`src/rtl/hilo_pkg.sv`:
```
// Shared encodings for the HI/LO special-register block: read selects,
// tracker state and mthi/mtlo write-enable bit positions.
package hilo_pkg;

    localparam int unsigned RD_SEL_W = 2;
    localparam int unsigned MT_WE_W  = 2;

    localparam logic [RD_SEL_W-1:0] RD_NONE = 2'b00;
    localparam logic [RD_SEL_W-1:0] RD_LO   = 2'b01;
    localparam logic [RD_SEL_W-1:0] RD_HI   = 2'b10;

    localparam int unsigned MT_LO_BIT = 0;
    localparam int unsigned MT_HI_BIT = 1;

    typedef enum logic {
        IDLE = 1'b0,
        BUSY = 1'b1
    } hilo_state_e;

endpackage

```
`src/rtl/hilo_tag_tracker.sv`:
```
// Tracks the single in-flight mult/div operation: busy flag, tag counter,
// and acceptance of the matching (non-flushed) result.
module hilo_tag_tracker
    import hilo_pkg::*;
#(
    parameter int unsigned TAG_W = 2
) (
    input  logic             clk,
    input  logic             reset,
    input  logic             op_start,
    input  logic             flush,
    input  logic             res_valid,
    input  logic [TAG_W-1:0] res_tag,
    output logic             op_ready,
    output logic [TAG_W-1:0] issue_tag,
    output logic             accept
);

    hilo_state_e      state_q, state_d;
    logic [TAG_W-1:0] tag_q, tag_d;

    always_ff @(posedge clk) begin
        if (reset) begin
            state_q <= IDLE;
            tag_q   <= '0;
        end else begin
            state_q <= state_d;
            tag_q   <= tag_d;
        end
    end

    // Flush takes priority over a matching result arriving in the same cycle.
    always_comb begin
        state_d = state_q;
        tag_d   = tag_q;
        accept  = 1'b0;
        case (state_q)
            IDLE: begin
                if (op_start) begin
                    state_d = BUSY;
                    tag_d   = tag_q + TAG_W'(1);
                end
            end
            BUSY: begin
                if (flush) begin
                    state_d = IDLE;
                end else if (res_valid && (res_tag == tag_q)) begin
                    accept  = 1'b1;
                    state_d = IDLE;
                end
            end
            default: state_d = IDLE;
        endcase
    end

    assign op_ready  = (state_q == IDLE);
    assign issue_tag = tag_q + TAG_W'(1);

endmodule

```
`src/rtl/hilo_ctrl.sv`:
```
// HI/LO register block: stores mult/div results, serves mfhi/mflo/mthi/mtlo
// and stalls accesses that collide with a pending result.
// Optional macro HILO_BYPASS_EN forwards a result arriving this cycle to reads.
module hilo_ctrl
    import hilo_pkg::*;
#(
    parameter int unsigned XLEN  = 32,
    parameter int unsigned TAG_W = 2
) (
    input  logic                clk,
    input  logic                reset,
    input  logic                op_start,
    output logic                op_ready,
    output logic [TAG_W-1:0]    issue_tag,
    input  logic                flush,
    input  logic                res_valid,
    input  logic [TAG_W-1:0]    res_tag,
    input  logic [2*XLEN-1:0]   res_data,
    input  logic [MT_WE_W-1:0]  mt_we,
    input  logic [XLEN-1:0]     mt_data,
    input  logic [RD_SEL_W-1:0] rd_sel,
    output logic [XLEN-1:0]     rd_data,
    output logic                stall,
    output logic [XLEN-1:0]     hi_out,
    output logic [XLEN-1:0]     lo_out
);

    logic            accept;
    logic [XLEN-1:0] hi_q, hi_d;
    logic [XLEN-1:0] lo_q, lo_d;
    logic [XLEN-1:0] rd_hi, rd_lo;
    logic            rd_blocked;

    hilo_tag_tracker #(
        .TAG_W (TAG_W)
    ) u_tracker (
        .clk       (clk),
        .reset     (reset),
        .op_start  (op_start),
        .flush     (flush),
        .res_valid (res_valid),
        .res_tag   (res_tag),
        .op_ready  (op_ready),
        .issue_tag (issue_tag),
        .accept    (accept)
    );

    always_ff @(posedge clk) begin
        if (reset) begin
            hi_q <= '0;
            lo_q <= '0;
        end else begin
            hi_q <= hi_d;
            lo_q <= lo_d;
        end
    end

    // mthi/mtlo only land while idle; an accepted result only lands while busy.
    always_comb begin
        hi_d = hi_q;
        lo_d = lo_q;
        if (op_ready) begin
            if (mt_we[MT_HI_BIT]) hi_d = mt_data;
            if (mt_we[MT_LO_BIT]) lo_d = mt_data;
        end else if (accept) begin
            hi_d = res_data[2*XLEN-1:XLEN];
            lo_d = res_data[XLEN-1:0];
        end
    end

    always_comb begin
        rd_hi      = hi_q;
        rd_lo      = lo_q;
        rd_blocked = (rd_sel != RD_NONE);
`ifdef HILO_BYPASS_EN
        if (accept) begin
            rd_hi      = res_data[2*XLEN-1:XLEN];
            rd_lo      = res_data[XLEN-1:0];
            rd_blocked = 1'b0;
        end
`endif
    end

    always_comb begin
        rd_data = '0;
        case (rd_sel)
            RD_HI:   rd_data = rd_hi;
            RD_LO:   rd_data = rd_lo;
            default: rd_data = '0;
        endcase
    end

    // Writes and new issues always wait out a pending op, even with forwarding.
    assign stall = !op_ready && !flush &&
                   (rd_blocked || (mt_we != '0) || op_start);

    assign hi_out = hi_q;
    assign lo_out = lo_q;

endmodule

```
`config.mk`:
```
export PLATFORM = sky130hd
export DESIGN_NAME = hilo_ctrl
export DESIGN_NICKNAME = d
export VERILOG_FILES = /design/src/rtl/hilo_pkg.sv /design/src/rtl/hilo_tag_tracker.sv /design/src/rtl/hilo_ctrl.sv
export SDC_FILE = /design/constraint.sdc
export NUM_CORES = 1
export LEC_CHECK = 0
export CORE_ASPECT_RATIO = 0.8
export CORE_UTILIZATION = 37
export CTS_CLUSTER_SIZE = 12
export DETAILED_ROUTE_END_ITERATION = 10
export HOLD_SLACK_MARGIN = 0.08
export PLACE_DENSITY = 0.77
export SKIP_CTS_REPAIR_TIMING = 1
export SLEW_MARGIN = 20
export SYNTH_ARGS = -nofsm -noshare
export SYNTH_HDL_FRONTEND = slang
export SYNTH_SLANG_ARGS = --single-unit
```
`constraint.sdc`:
```
create_clock -name clk -period 1.45 [get_ports clk]
set_input_delay 0.29 -clock clk [delete_from_list [all_inputs] [get_ports clk]]
set_output_delay 0.29 -clock clk [all_outputs]
set_load 0.05 [all_outputs]
```
Word level (Yosys, flattened, before mapping)

Index checks and enable logic that the tools add are counted.
Widths: inputs -> output; s select.

Flip-flop bits (word level): 67
Input bits: 107
Output and inout bits: 100
Logic and storage cells: 37

$add $sub $neg: 1
Equality and inequality tests: 4
Muxes and demuxes: 14
Bitwise gates (word level): 1
Reductions and logical operators: 13

Operators by type and width:

| operator            | number |
|---|---|
| $mux 32             | 6 |
| $pmux 32 s2         | 1 |
| $reduce_bool 2->1   | 4 |
| $mux 1              | 6 |
| $reduce_and 2->1    | 3 |
| $logic_and 1x1->1   | 3 |
| $add 2x1->2 const B | 1 |
| $eq 2x1->1 const B  | 1 |
| $eq 2x2->1          | 1 |
| $eq 2x2->1 const B  | 1 |
| $logic_or 1x1->1    | 2 |
| $ne 2x2->1 const B  | 1 |
| $pmux 1 s2          | 1 |
| $logic_not 1->1     | 1 |
| $not 1->1           | 1 |

Depth between registers and ports, before layout

Depth after elaboration: 7
Mapped depth: 6
Depth with buffers taken out: 4

By module

From an unflattened synthesis, not the netlist that was laid out.

Cells, all modules: 388
Area total of the unflattened synthesis: 3945.0 µm²

Modules (own cells, without submodules):

| module           | times used | cells each | area each (µm²) | seq. area each (µm²) |
|---|---|---|---|---|
| hilo_ctrl        | 1          | 367        | 3761.1          | 1281.2 |
| hilo_tag_tracker | 1          | 21         | 183.9           | 60.1 |

Worst setup path before layout

No wires, ideal clock.

Path type: register to output
Start: register u_tracker.state_q
End: output port stall
Arrival: 2279 ps
Required time: 1160 ps
Slack: -1119 ps
Stages on the path, launching flop included: 6
Buffers on the path: 3
Cell sequence: dfxtp_1 buf_2 buf_4 buf_2 inv_1 nor3_1

Longest elaborated chain between the ends: 2

Ends and longest elaborated chain:

| what                           | line                   | source |
|---|---|---|
| start, declared                | hilo_tag_tracker.sv:19 | `hilo_state_e state_q, state_d;` |
| start signal, assigned         | hilo_tag_tracker.sv:27 | `state_q <= state_d;` |
| $logic_and 1x1->1 (2 in a row) | hilo_ctrl.sv:94        | `assign stall = !op_ready && !flush &&` |
| end, declared                  | hilo_ctrl.sv:23        | `output logic stall,` |

Every way passes these cells.

Worst setup path after layout

Ends and elaborated chain as after synthesis.

==> flow_summary.yaml <==
timing:
  totalNegativeSetupSlack_ps: -9690
  fin_crit_ps: 1602
  holdWs_ps: 418.4
  maxSlewHeadroom_pct: 82.19
  clock.fmax_ghz: 0.6242
  hold_viol: 0
  slew_viol_final: 0
  rsz0062_at_grt: "true"
  fin_worst_skew_ps: 6.604
  worst_pin_slew_ps: 259.7
  timing.final.ws_setup_ps: -152.1
  post-route-period-util_pct: 110.5
  setup_viol: 99
flow_run:
  drv_cap: 0
power_and_ir_drop:
  p_sw_share_pct: 33.83
  pwr-share-seq_pct: 29.5
  peakVddDrop_v: 0.0006529
  p_clk_share_pct: 26.7
  leakage_nw: 3.809
  power.internal_w: 0.005083
  p_comb_share_pct: 43.9
  power.switching_w: 0.002599
  p_per_area_nw_per_um2: 832.3
outcome:
  violations: "negative setup slack"
  run_status: "finished, violations left"
synthesis:
  syn-num-nets: 560
  synthDistinctLibCells: 23
  yosysSeqAreaShare_pct: 31.87
  synthCells: 450
  yosys_warnings: 0
  netlist_area_um2: 4209
  syn_avg_cell_area_um2: 9.353
  ys_ff_latch: 67
detailed_routing:
  drtPass1Iterations: 4
  drc: 0
  drt-initial-drc-count: 188
  routedWlPerCell_um: 22.31
  via_per_inst: 5.303
  ant_nets: 0
  wl_mm: 18.47
  vias: 4391
worst_setup_path:
  worst-path-max-fanout: 3
  worstSetupPathType: "flip-flop to primary output"
  end_kind: "primary output"
  crit_family: "buffers and inverters"
  arrival_ps: 1310
  required_ps: 1160
  cpPeakStageDelay_ps: 380
  startpoint_type: "flip-flop"
  crit_chain: "buf_8 -> clkinvlp_4 -> nor3_4 -> buf_6"
  critPathSlowestCell: "dfxtp_4"
  crit_buf_inv: 3
clocking:
  clk_pin_slew_ps: 60
  htree_num_levels: 3
  clock-sinks: 67
  cts_buffers: 9
  clockRootBuffer: "clkbuf_16"
  clock_latency_ps: 340
  cts_tree: "built"
  cts_max_path_buffers: 2
final_layout:
  final_nets: 790
  diodes: 0
  most-common-layout-cells: "115 x buf_12, 97 x clkdlybuf4s50_1, 66 x nor2_1, 66 x nor2b_1, 64 x mux2_4"
  synthToLayoutAreaGrowth_pct: 119.3
  area.sequential_um2: 1393
  layout-drive-gt1-share_pct: 51.17
  final_common_cell: "buf_12"
  num-fill-cells: 558
  final_cells: 828
  multi_input_area_um2: 3425
floorplanning:
  die_w_um: 121.2
  die_h_um: 97.40
  start_util_pct: 38.35
  num_rows: 34
  dieArea_um2: 11810
  io_pins: 207
  fp.coreArea_um2: 10980
global_route:
  antenna_found_initial: 0
  grt_pass1_vias: 4315
  grt.total_usage_pct: 24.80
  grt_pass1_wl_mm: 22.60
  grt_overflow: 0
  grt_max_degree: 46
worst_hold_path:
  hold_class: "input pin to flip-flop"
placed_design:
  post-place-cells: 794
  hpwl_mm: 10.97
  io_buffer_count: 206
  globalplace.congestion: 0.8213
## area by class of cell
type | count | share of cell area, %
repair buffers | 257 | 42.67
multi-input cells | 341 | 37.10
flip-flops and latches | 67 | 15.09
clock buffers | 12 | 2.779
well taps | 144 | 1.952
inverters | 4 | 0.2575
clock inverters | 3 | 0.1626
## through the flow
step	cell area, µm²	total power (W)	utilization (%)	setup slack, ps
floorplan	4648	0.003712	-	-336.6
global placement	7958	0.005084	72.50	-621.7
detailed placement	7958	0.005143	72.50	-662.3
CTS	8229	0.007169	74.98	-659.6
global route	9231	0.007901	84.11	-193.3
finish	9231	0.007683	84.11	-152.1
## sequential cells by signal, indices dropped and copies added (netlist names)
| register | cells |
|---|---|
| u_tracker.tag_q | 2 |
| hi_out | 32 |
| lo_out | 32 |
| u_tracker.state_q | 1 |
## tightest hold or removal path: stages
cell    delay [ps]
buf_4          180
nor2_1         120
mux2_4         140
## metal layers
metal,GRT usage [%],vias up,share of wire [%]
met4,8.357,0,2.5
met3,7.336,34,7.0
li1,-,2004,-
met2,45.19,186,52
met1,27.06,2167,39
met5,0,-,0
## path summary, 6_finish.rpt
kind | start | end | slack, ps | depth (start not counted)
setup reg to reg | u_tracker.tag_q[0]$_SDFFE_PP0P_ | hi_out[30]$_SDFFE_PP0P_ | -110 | 5
setup / recovery | u_tracker.state_q$_SDFF_PP0_ | stall | -150 | 4
hold reg to reg | lo_out[12]$_SDFFE_PP0P_ | lo_out[12]$_SDFFE_PP0P_ | 680 | 2
hold / removal | reset | hi_out[11]$_SDFFE_PP0P_ | 420 | 3
## cell families (layout without fill, tap and decap cells)
logic type               count (synthesis)  in the layout  synth area share [%]
AO/OA/AOI/OAI                           36             36                 6.926
XOR/XNOR                                 5              5                 1.219
adder cells (fa/ha/maj)                  3              3                0.8919
buffers and inverters                   42            276                 5.142
flip-flops                              67             67                 31.87
multiplexers                           128            128                 32.70
AND/OR/NAND/NOR                        169            169                 21.25
## power by group through the flow
stage / clock network (W) / registers (W) / logic [W]
after floorplan: 0 / 0.00265 / 0.00106
after global placement: 0 / 0.00225 / 0.00283
after detailed placement: 0 / 0.00226 / 0.00288
after CTS: 0.00205 / 0.00223 / 0.00289
after global routing: 0.00215 / 0.00228 / 0.00347
final: 0.00205 / 0.00226 / 0.00337
## synthesized netlist by cell type
library cell,number,area [µm²]
nand3b_1,1,7.510
mux2_4,4,60.06
a41oi_2,2,32.53
a311oi_1,1,8.760
nor3_1,1,5.000
ha_1,3,37.54
buf_2,7,35.03
mux2_2,60,675.7
nor4b_1,1,8.760
dfxtp_1,67,1341
a22oi_1,32,240.2
nor2_1,66,247.7
buf_6,6,67.56
xnor2_2,1,16.27
xor2_1,2,17.52
nor2b_1,100,625.6
buf_4,1,7.510
clkbuf_2,1,5.000
inv_1,4,15.01
o21ba_2,1,10.01
clkbuf_1,23,86.33
mux2i_1,64,640.6
xnor2_1,2,17.52
(Power assumes the default switching activity.)
